===== src/rtl/fetch_pkg.sv =====
// Shared types and constants for the fetch sequencer.
// Consumed by fetch_ctrl (optional feature macro: FETCH_MISALIGN_CHECK_EN).
package fetch_pkg;

    localparam int XLEN_DEF = 32;
    localparam int INC      = 4;

    // A response is dropped when it was marked stale or a redirect lands with it.
    localparam bit DROP_ON_DISCARD  = 1'b1;
    localparam bit DROP_ON_REDIRECT = 1'b1;

    typedef enum logic [2:0] {
        IDLE,
        REQ,
        WAIT,
        VALID,
        FAULT
    } fetch_state_t;

endpackage


===== src/rtl/fetch_ctrl.sv =====
// Instruction-fetch sequencer: next-PC, imem handshake, decode hand-off.
// Define FETCH_MISALIGN_CHECK_EN to trap misaligned redirect targets.
module fetch_ctrl
    import fetch_pkg::*;
#(
    parameter int XLEN = XLEN_DEF
) (
    input  logic            clk,
    input  logic            reset,
    input  logic [XLEN-1:0] pc_cur,
    output logic [XLEN-1:0] pc_next,
    output logic            imem_req,
    output logic [XLEN-1:0] imem_addr,
    input  logic            imem_gnt,
    input  logic            imem_rvalid,
    input  logic [XLEN-1:0] imem_rdata,
    output logic            instr_valid,
    output logic [XLEN-1:0] instr,
    output logic [XLEN-1:0] instr_pc,
    input  logic            instr_ready,
    input  logic            redirect_valid,
    input  logic [XLEN-1:0] redirect_target,
    output logic            fault_valid,
    output logic [XLEN-1:0] fault_addr
);

    fetch_state_t    r_state;
    logic [XLEN-1:0] r_req_addr;
    logic [XLEN-1:0] r_instr_q;
    logic [XLEN-1:0] r_instr_pc_q;
    logic            r_discard;

    logic            w_misalign;
    logic            w_redir;
    logic            w_drop;
    logic [XLEN-1:0] w_target;
    logic [XLEN-1:0] w_pc_inc;

    assign w_pc_inc = pc_cur + XLEN'(INC);

`ifdef FETCH_MISALIGN_CHECK_EN
    logic            r_fault_valid;
    logic [XLEN-1:0] r_fault_addr;

    assign w_misalign = redirect_valid && (r_state != FAULT)
                        && (redirect_target[1:0] != 2'b00);
    assign w_target    = redirect_target;
    assign fault_valid = r_fault_valid;
    assign fault_addr  = r_fault_addr;

    always_ff @(posedge clk) begin
        if (reset) begin
            r_fault_valid <= 1'b0;
            r_fault_addr  <= '0;
        end else if (w_misalign) begin
            r_fault_valid <= 1'b1;
            r_fault_addr  <= redirect_target;
        end
    end
`else
    // Low address bits are simply ignored when no trap is configured.
    assign w_misalign  = 1'b0;
    assign w_target    = redirect_target & ~(XLEN'(3));
    assign fault_valid = 1'b0;
    assign fault_addr  = '0;
`endif

    assign w_redir = redirect_valid && (r_state != FAULT) && !w_misalign;
    assign w_drop  = (DROP_ON_DISCARD && r_discard)
                     || (DROP_ON_REDIRECT && w_redir);

    always_comb begin
        pc_next = pc_cur;
        if (w_redir) begin
            pc_next = w_target;
        end else if (r_state == VALID && instr_ready) begin
            pc_next = w_pc_inc;
        end
    end

    always_ff @(posedge clk) begin
        if (reset) begin
            r_state      <= IDLE;
            r_req_addr   <= '0;
            r_instr_q    <= '0;
            r_instr_pc_q <= '0;
            r_discard    <= 1'b0;
        end else if (w_misalign) begin
            r_state   <= FAULT;
            r_discard <= 1'b0;
        end else begin
            case (r_state)
                IDLE: begin
                    r_state    <= REQ;
                    r_req_addr <= pc_next;
                end
                REQ: begin
                    if (w_redir) r_discard <= 1'b1;
                    if (imem_gnt) r_state <= WAIT;
                end
                WAIT: begin
                    if (imem_rvalid && w_drop) begin
                        r_discard  <= 1'b0;
                        r_state    <= REQ;
                        r_req_addr <= pc_next;
                    end else if (imem_rvalid) begin
                        r_instr_q    <= imem_rdata;
                        r_instr_pc_q <= r_req_addr;
                        r_state      <= VALID;
                    end else if (w_redir) begin
                        r_discard <= 1'b1;
                    end
                end
                VALID: begin
                    if (w_redir || instr_ready) begin
                        r_state    <= REQ;
                        r_req_addr <= pc_next;
                    end
                end
                FAULT:   r_state <= FAULT;
                default: r_state <= IDLE;
            endcase
        end
    end

    assign imem_req    = (r_state == REQ);
    assign instr_valid = (r_state == VALID);
    assign imem_addr   = r_req_addr;
    assign instr       = r_instr_q;
    assign instr_pc    = r_instr_pc_q;

endmodule


===== config.mk =====
export PLATFORM = sky130hd
export DESIGN_NAME = fetch_ctrl
export DESIGN_NICKNAME = d
export VERILOG_FILES = /design/src/rtl/fetch_pkg.sv /design/src/rtl/fetch_ctrl.sv
export SDC_FILE = /design/constraint.sdc
export NUM_CORES = 1
export LEC_CHECK = 0
export CAP_MARGIN = 20
export CORE_UTILIZATION = 40
export DETAILED_ROUTE_END_ITERATION = 6
export GPL_TIMING_DRIVEN = 0
export PLACE_DENSITY = 0.81
export SYNTH_ARGS = -nofsm -noshare
export SYNTH_HDL_FRONTEND = slang
export SYNTH_SLANG_ARGS = --single-unit

===== constraint.sdc =====
create_clock -name clk -period 5.2 [get_ports clk]
set_input_delay 1.04 -clock clk [delete_from_list [all_inputs] [get_ports clk]]
set_output_delay 1.04 -clock clk [all_outputs]
set_load 0.01 [all_outputs]

==> results of run 1 <==
-- worst max path at each step --
stage / from / end / slack, ps / depth (start not counted)
global placement: pc_cur[2] / pc_next[24] / 200 / 9
detailed placement: pc_cur[2] / pc_next[24] / 190 / 9
floorplan: pc_cur[7] / pc_next[28] / 1590 / 6
global route: redirect_valid / pc_next[15] / 30 / 8
CTS: pc_cur[2] / pc_next[24] / 190 / 9
finish: pc_cur[2] / pc_next[24] / 170 / 9
-- registers in the layout (all words and copies together) (netlist names) --
name,count
instr,32
imem_addr,32
instr_pc,32
r_state,3
r_discard,1
-- worst max-delay path, stage by stage --
cell,delay (ps)
clkdlybuf4s50_1,610
ha_1,330
nand4b_4,190
or4_1,500
clkbuf_1,190
nor3_1,250
xnor2_1,160
a21oi_1,160
clkdlybuf4s50_1,550
-- synthesized netlist by cell type, types with 3 or more instances --
library cell	instances
a211o_1	3
a21boi_0	11
a21o_1	4
a21oi_1	88
a31oi_1	7
and2_1	3
and3_1	3
and4_1	3
buf_1	5
buf_2	3
buf_4	34
clkbuf_1	32
dfxtp_1	100
inv_1	8
nand2_1	161
nand2b_1	3
nand3_1	11
nand3b_1	7
nand4_1	18
nor2_1	44
nor3_1	13
nor3b_1	5
nor4_1	9
o21ai_0	8
o221ai_1	3
o22ai_1	9
o31ai_1	3
o41ai_1	5
or3_1	3
or4_1	4
xnor2_1	19
xor2_1	4
-- power by group --
part / leakage [nW] / switching (mW) / internal (mW)
Clock: 0.150 / 0.292 / 0.425
Combinational: 1.95 / 0.215 / 0.226
Sequential: 0.813 / 0.0334 / 0.798
Total: 2.91 / 0.540 / 1.45
-- per-stage QoR --
step / hold slack [ps] / area, sq um / util (%) / power [mW] / setup slack (ps)
CTS: 455 / 8050 / 65.9 / 1.99 / 189
detailed placement: 446 / 7730 / 63.3 / 1.28 / 194
global placement: 441 / 7730 / 63.3 / 1.28 / 199
floorplan: 481 / 5230 / - / 1.03 / 1590
global route: 466 / 8050 / 65.9 / 2.06 / 33.5
finish: 453 / 8050 / 65.9 / 1.99 / 171
-- logic make-up after synthesis --
family / after synthesis / synth area share, %
other: 1 / 0.0734
xor gates and xnor gates: 23 / 3.95
and+or+nand+nor: 306 / 29.1
DFF: 100 / 39.2
muxes: 2 / 0.392
AOI/OAI and AO/OA: 150 / 17.4
adders and majority gates: 1 / 0.245
buffers and inverters: 86 / 9.58
-- routing by layer --
| metal | track usage (%) | vias to the layer above | share of wire, % |
|---|---|---|---|
| li1 | - | 2812 | - |
| met1 | 33.4 | 2647 | 42 |
| met2 | 45.2 | 251 | 48 |
| met3 | 6.33 | 23 | 7.8 |
| met4 | 7.79 | 0 | 1.9 |
| met5 | 0 | - | 0 |
-- cell type report --
type	count	area (sq um)	share of cell area (%)
multi-input combinational	515	2740	34.0
timing repair buffer	229	2290	28.5
sequential	100	2000	24.9
buffer	78	459	5.71
clock buffer	11	233	2.89
tap	168	210	2.61
clock inverter	5	85.1	1.06
inverter	8	30.0	0.373
==> impl_metrics.ini, run 1 <==
[critical_path]
critPathRequiredTime_ps = 4160
crit_path_end_kind = output pin
r2r-start = r_state[2]
r2r_end = imem_addr[15]
cp-start-kind = primary input
path_class = primary input to output pin
crit_fanout = 8
worstPathArrival_ps = 3990
rrSetupSlack_ps = 2630
r2r_cells = 7

[floorplanning]
rows = 40
start_util_pct = 41.8
ios = 265
coreArea_sq_um = 12200
die_h_microns = 115
dieArea_sq_um = 13200
die_w_microns = 115

[cts]
clkTransAtPathRegs_ps = 60
h-tree-depth = 3
clock_sinks = 100
insertion_delay_ps = 340
cts_tree = yes
postCtsHoldBufs = 0
clk_path_buf_depth = 2
post_cts_buffers = 0
clock-root-buffer = clkbuf_16
cts_resized = 0
cts_buffers = 9

[timing]
final_max_slew_viol_count = 0
setup-tns-final_ps = 0
rsz0062_at_grt = no
fin_crit_ps = 5030
setup_viol = 0
max_slew.worst_pin.slew_ps = 597
fin_crit_sh_pct = 96.7
fin_skew_ps = 9.89
fmax_mhz = 199
final-hold-violation-count = 0
slew_headroom_pct = 59.9

[global_routing]
grt-ovfl-total = 0
grt_max_degree = 17
grt_pass1_wl_microns = 27100
antenna_found_initial = 0
grt_use_total_pct = 26.6
grt_pass1_vias = 5068

[routing]
ant_nets = 0
drt_first_pass_iters = 5
drc = 0
vias = 5733
wirelength_microns = 18000
drt_iter0_drc = 452
avgViaCountPerCell = 5.15
wire_per_inst_microns = 16.2

[run_status]
status = finished clean

[yosys]
yosys_register_bits = 100
synthArstFlopShare_pct = 0
avgSynthCellArea_sq_um = 7.63
synth_top_area_cell = dfxtp_1
synthFlopType = dfxtp_1
netlist_top_cells_area = dfxtp_1 39%, nand2_1 12%, a21oi_1 8.6%, buf_4 5.0%, xnor2_1 3.3%
synth_top_area_share_pct = 39.2
synth_cell_types = 62
netlist_area_sq_um = 5110
ys_warn_count = 0
synth_sequential_area_ratio_pct = 39.2
syn-instance-count = 669
synth_edf_count = 0

[final_layout]
n_fill_cell = 1088
syn_to_final_growth_pct = 57.6
drive_above_1_share_pct = 7.51
final_cell_mix = 229 x clkdlybuf4s50_1, 161 x nand2_1, 100 x dfxtp_1
n_antenna_cell = 0
layout_commonest_cell = clkdlybuf4s50_1
instances_no_fill = 1114
nNetsFinal = 1044

[hold_path]
min_path_cells = 2
hold_start = instr_pc[13]
worst_hold_path_type = flop to flop
hold_path_end = instr_pc[13]

[placement]
dp.cells = 1098
gp_routability_congestion = 0.952
hpwl_microns = 14300
io_buffers = 229

[pwr]
powerDensity_nw_per_um2 = 247
p_leak_nw = 2.91
vdd_drop_max_mv = 0.181

[job]
drv_cap = 0
Note: power is estimated with default switching activity, not from simulation.
==> run 2: changes to the inputs <==
--- a/config.mk
+++ b/config.mk
@@ -7,4 +7,5 @@
 export LEC_CHECK = 0
 export CAP_MARGIN = 20
+export CORE_MARGIN = 10
 export CORE_UTILIZATION = 40
 export DETAILED_ROUTE_END_ITERATION = 6
==> constraint.sdc (replaced) <==
create_clock -name clk -period 5.2 [get_ports clk]
set_input_delay 0.52 -clock clk [delete_from_list [all_inputs] [get_ports clk]]
set_output_delay 0.52 -clock clk [all_outputs]
set_load 0.01 [all_outputs]
==> run 2 against run 1 <==
Net effect:
- via count is 0.40% lower
- combinational power is 0.9% higher
- hold slack hardly changed
- routed wire length is 15% higher
- critical path depth stayed put
- clock power is 5.2% higher
- maximum frequency is 22% higher
- non-clock buffer count stayed put
- final cell count is 0.45% higher
- largest power group unchanged
- highest routed layer unchanged
==> impl_metrics.ini, run 2 (synthesis gave the netlist of run 1 again) <==
[floorplanning]
die_w_microns = 133
coreArea_sq_um = 12600
rows = 41
dieArea_sq_um = 17700
ios = 265
start_util_pct = 40.6
die_h_microns = 133

[cts]
clock-root-buffer = clkbuf_16
cts_buffers = 9
post_cts_buffers = 0
clkTransAtPathRegs_ps = 60
clock_sinks = 100
cts_tree = yes
insertion_delay_ps = 350
h-tree-depth = 3
cts_resized = 0
clk_path_buf_depth = 2
postCtsHoldBufs = 0

[final_layout]
fin_area_sq_um = 8070
final_cell_mix = 229 x clkdlybuf4s50_1, 161 x nand2_1, 100 x dfxtp_1
nNetsFinal = 1044
layout_commonest_cell = clkdlybuf4s50_1
drive_above_1_share_pct = 7.61
syn_to_final_growth_pct = 58.1
n_fill_cell = 1114

[pwr]
p_total_mw = 2.03
switching_share_pct = 27.1
vdd_drop_max_mv = 0.155
p_leak_nw = 2.93
intPower_mw = 1.48
power_frac_seq_pct = 40.9
powerDensity_nw_per_um2 = 251
net-switching-power_mw = 0.551
power_frac_clock_pct = 37.2
power_frac_comb_pct = 21.9

[routing]
drt_iter0_drc = 410
wire_per_inst_microns = 18.5
drt_first_pass_iters = 5
vias = 5710
drc = 0
avgViaCountPerCell = 5.10
ant_nets = 0
wirelength_microns = 20800

[critical_path]
cp-start-kind = primary input
critPathRequiredTime_ps = 4680
crit_path_end_kind = output pin
rrSetupSlack_ps = 2460
crit_fanout = 8
r2r_cells = 8
path_class = primary input to output pin
worstPathArrival_ps = 3600

[timing]
final-hold-violation-count = 0
max_slew.worst_pin.slew_ps = 808
fin_crit_sh_pct = 79.3
setup-tns-final_ps = 0
fin_hold_ws_ps = 453
rsz0062_at_grt = no
fin_skew_ps = 6.81
setup_viol = 0
fmax_mhz = 243
fin_crit_ps = 4120
slew_headroom_pct = 46.1
final_max_slew_viol_count = 0

[hold_path]
min_path_cells = 2
worst_hold_path_type = flop to flop

[global_routing]
grt_pass1_vias = 5547
grt-ovfl-total = 0
grt_pass1_wl_microns = 31400
grt_use_total_pct = 22.3
antenna_found_initial = 1
grt_max_degree = 17

[run_status]
status = finished clean

[placement]
dpl-instance-area_sq_um = 7730
gp_routability_congestion = 0.972
hpwl_microns = 16800
io_buffers = 229

[job]
drv_cap = 0
## run 2: layout make-up
class | instances | area, sq um | share of cell area, %
multi-input combinational | 515 | 2740 | 33.9
timing repair buffer | 229 | 2290 | 28.4
sequential | 100 | 2000 | 24.8
buffer | 78 | 459 | 5.69
clock buffer | 12 | 256 | 3.18
tap | 172 | 215 | 2.67
clock inverter | 4 | 80.1 | 0.992
inverter | 8 | 30.0 | 0.372
antenna | 1 | 2.50 | 0.0310
## run 2: worst paths after layout
| path | from | end |
|---|---|---|
| worst max-delay path | pc_cur[2] | pc_next[20] |
| worst min-delay path | instr[10] | instr[10] |
| worst max register to register | r_state[2] | imem_addr[26] |
| worst min register to register | instr[10] | instr[10] |
## run 2: metrics by stage
stage          worst slack, ps  cells  util [%]
2_1_floorplan             2630    701         -
3_3_place_gp              1110   1102      61.5
3_5_place_dp              1100   1102      61.5
4_1_cts                   1090   1118      64.2
5_1_grt                    945   1119      64.2
6_report                  1080   1119      64.2
## run 2: critical path: stages
cell	delay (ps)
clkdlybuf4s50_1	650
ha_1	370
nand4b_4	190
or4_1	490
clkbuf_1	190
nor3_1	200
xnor2_1	170
a21oi_1	220
clkdlybuf4s50_1	600
## run 2: power by group through the flow
stage	clock, mW	combinational [mW]	sequential, mW
after floorplan	0	0.178	0.850
after global placement	0	0.436	0.846
after detailed placement	0	0.440	0.847
after CTS	0.764	0.443	0.829
after global routing	0.798	0.474	0.833
final	0.754	0.445	0.829
## run 2: per-layer routing
layer  part of all wire, %  global-route usage [%]  vias to the layer above  wire [microns]
li1                      -                       -                     2792               -
met1                    41                    26.7                     2645            8560
met2                    49                    37.7                      245           10100
met3                   7.9                    6.36                       28            1630
met4                   2.4                    6.54                        0             490
met5                     0                       0                        -               0
==> run 3: changes to the inputs <==
CORE_UTILIZATION = 36   (was 40)
PLACE_DENSITY = 0.77   (was 0.81)
clock period = 3.6 ns   (was 5.2 ns; I/O delays follow)
==> run 3 against run 2 <==
Net effect:
- non-clock buffer count unchanged
- critical endpoint is now pc_next[18]
- routed wire length up 1.7%
- highest routed layer unchanged
- global-route usage down 1.3 points
- register-to-register slack worse by 1300 ps
==> impl_metrics.ini, run 3 (synthesis gave the netlist of run 1 again) <==
[final_layout]
syn_to_final_growth_pct = 58.6
multiInputGateArea_sq_um = 2770
n_fill_cell = 1301
n_antenna_cell = 0
seq_area_sq_um = 2000
nNetsFinal = 1044
fin_area_sq_um = 8100
drive_above_1_share_pct = 8.57
final_cell_mix = 227 x clkdlybuf4s50_1, 161 x nand2_1, 100 x dfxtp_1
layout_commonest_cell = clkdlybuf4s50_1
instances_no_fill = 1125

[pwr]
powerDensity_nw_per_um2 = 352
p_leak_nw = 2.94
vdd_drop_max_mv = 0.258

[critical_path]
r2r_cells = 6
crit_buf_inv = 2
crit_path_top_delay_cell = clkdlybuf4s50_1
path_class = primary input to output pin
cp_common_cell = clkdlybuf4s50_1
worstPathArrival_ps = 3190
crit_path_end_kind = output pin
critPathRequiredTime_ps = 3240
path_cells = clkdlybuf4s50_1, nand4_2, or4_4, or4_1, a31oi_1, clkdlybuf4s50_1
crit_fanout = 6
slowest_delay_ps = 620
path_depth = 6
crit_family = simple AND/OR/NAND/NOR gates
cp-start-kind = primary input

[floorplanning]
dieArea_sq_um = 19300
rows = 43
coreArea_sq_um = 13900
ios = 265
start_util_pct = 36.8
die_w_microns = 139
die_h_microns = 139

[placement]
hpwl_microns = 17100
dp.cells = 1110
dpl-instance-area_sq_um = 7740
io_buffers = 229
dp_worst_setup_slack_ps = -236
gp_routability_congestion = 0.977

[timing]
fin_crit_sh_pct = 98.6
fin_skew_ps = 3.96
final-hold-violation-count = 0
final.setup.worst_slack_ps = 52.1
fmax_mhz = 282
setup-tns-final_ps = 0
final_max_slew_viol_count = 0
max_slew.worst_pin.slew_ps = 819
fin_crit_ps = 3550
slew_headroom_pct = 45.4
setup_viol = 0

[routing]
drc = 0
wirelength_microns = 21100
avgViaCountPerCell = 5.04
wire_per_inst_microns = 18.8
vias = 5673
drt_first_pass_iters = 5
ant_nets = 0
drt_iter0_drc = 382

[cts]
clock-root-buffer = clkbuf_16
clk_path_buf_depth = 2
insertion_delay_ps = 350
cts_buffers = 9
h-tree-depth = 3
clock_sinks = 100
cts_tree = yes
postCtsHoldBufs = 0
clkTransAtPathRegs_ps = 70

[hold_path]
min_path_cells = 2
worst_hold_path_type = flop to flop

[run_status]
status = finished clean

[global_routing]
grtUsageMet3_pct = 6.30
grt-ovfl-total = 0
antenna_found_initial = 0
grt_pass1_vias = 5460
grt_use_total_pct = 20.9
grt-busiest-layer = met2
grt_pass1_wl_microns = 32200
grt_use_met1_pct = 25.1
grt_max_degree = 20
use_met2_pct = 34.2

[job]
drv_cap = 0
[run 3: changes by cell type in the layout (fill, tap and decap cells not counted), moves of 2 or more]
cell | previous run | this run
dlygate4sd2_1 | 0 | 2
clkbuf_2 | 0 | 3
buf_1 | 5 | 3
clkdlybuf4s50_1 | 229 | 227
nor4_1 | 9 | 6
clkbuf_1 | 33 | 30
nor4_2 | 2 | 5
[run 3: final cells by class]
class | instances | area share, %
Timing Repair Buffer | 230 | 28.4
Tap cell | 180 | 2.78
Inverter | 8 | 0.371
Clock inverter | 3 | 0.541
Buffer | 77 | 5.70
Sequential cell | 100 | 24.7
Multi-Input combinational cell | 515 | 34.2
Clock buffer | 12 | 3.29
[run 3: power by group]
part	total, mW	leakage (nW)	switching [mW]	internal [mW]
logic	0.648	1.97	0.320	0.328
registers	1.20	0.813	0.0437	1.15
clock network	1.01	0.155	0.416	0.593
[run 3: metrics by stage]
step / util (%) / power, mW / hold slack [ps]
floorplan: - / 1.48 / 481
global placement: 55.8 / 1.86 / 441
detailed placement: 55.8 / 1.86 / 445
CTS: 58.1 / 2.87 / 455
global route: 58.3 / 2.98 / 472
finish: 58.3 / 2.85 / 453
[run 3: path summary, 6_finish.rpt]
check | startpoint | end | slack (ps)
max | pc_cur[7] | pc_next[18] | 50
min | instr[24] | instr[24] | 450
max reg2reg | r_state[0] | instr_pc[29] | 1190
min reg2reg | instr[24] | instr[24] | 450
[run 3: what timing repair did]
action	in CTS	in global routing
buffers inserted	0	1
pin swaps	0	1
endpoints found under the setup margin	9	26
resized for setup	4	10
[run 3: routing by layer]
layer | routed length [microns] | vias up
met4 | 664 | 0
met2 | 10100 | 262
met1 | 8650 | 2573
met3 | 1730 | 39
met5 | 0 | -
li1 | - | 2799
[run 3: worst register-to-register path, cell delays in order (launching register included)]
cell and delay [ps]:
dfxtp_1 360, nor4b_1 530, and3b_1 230, clkbuf_1 530, buf_1 440, nand2_1 140
a21oi_1 130
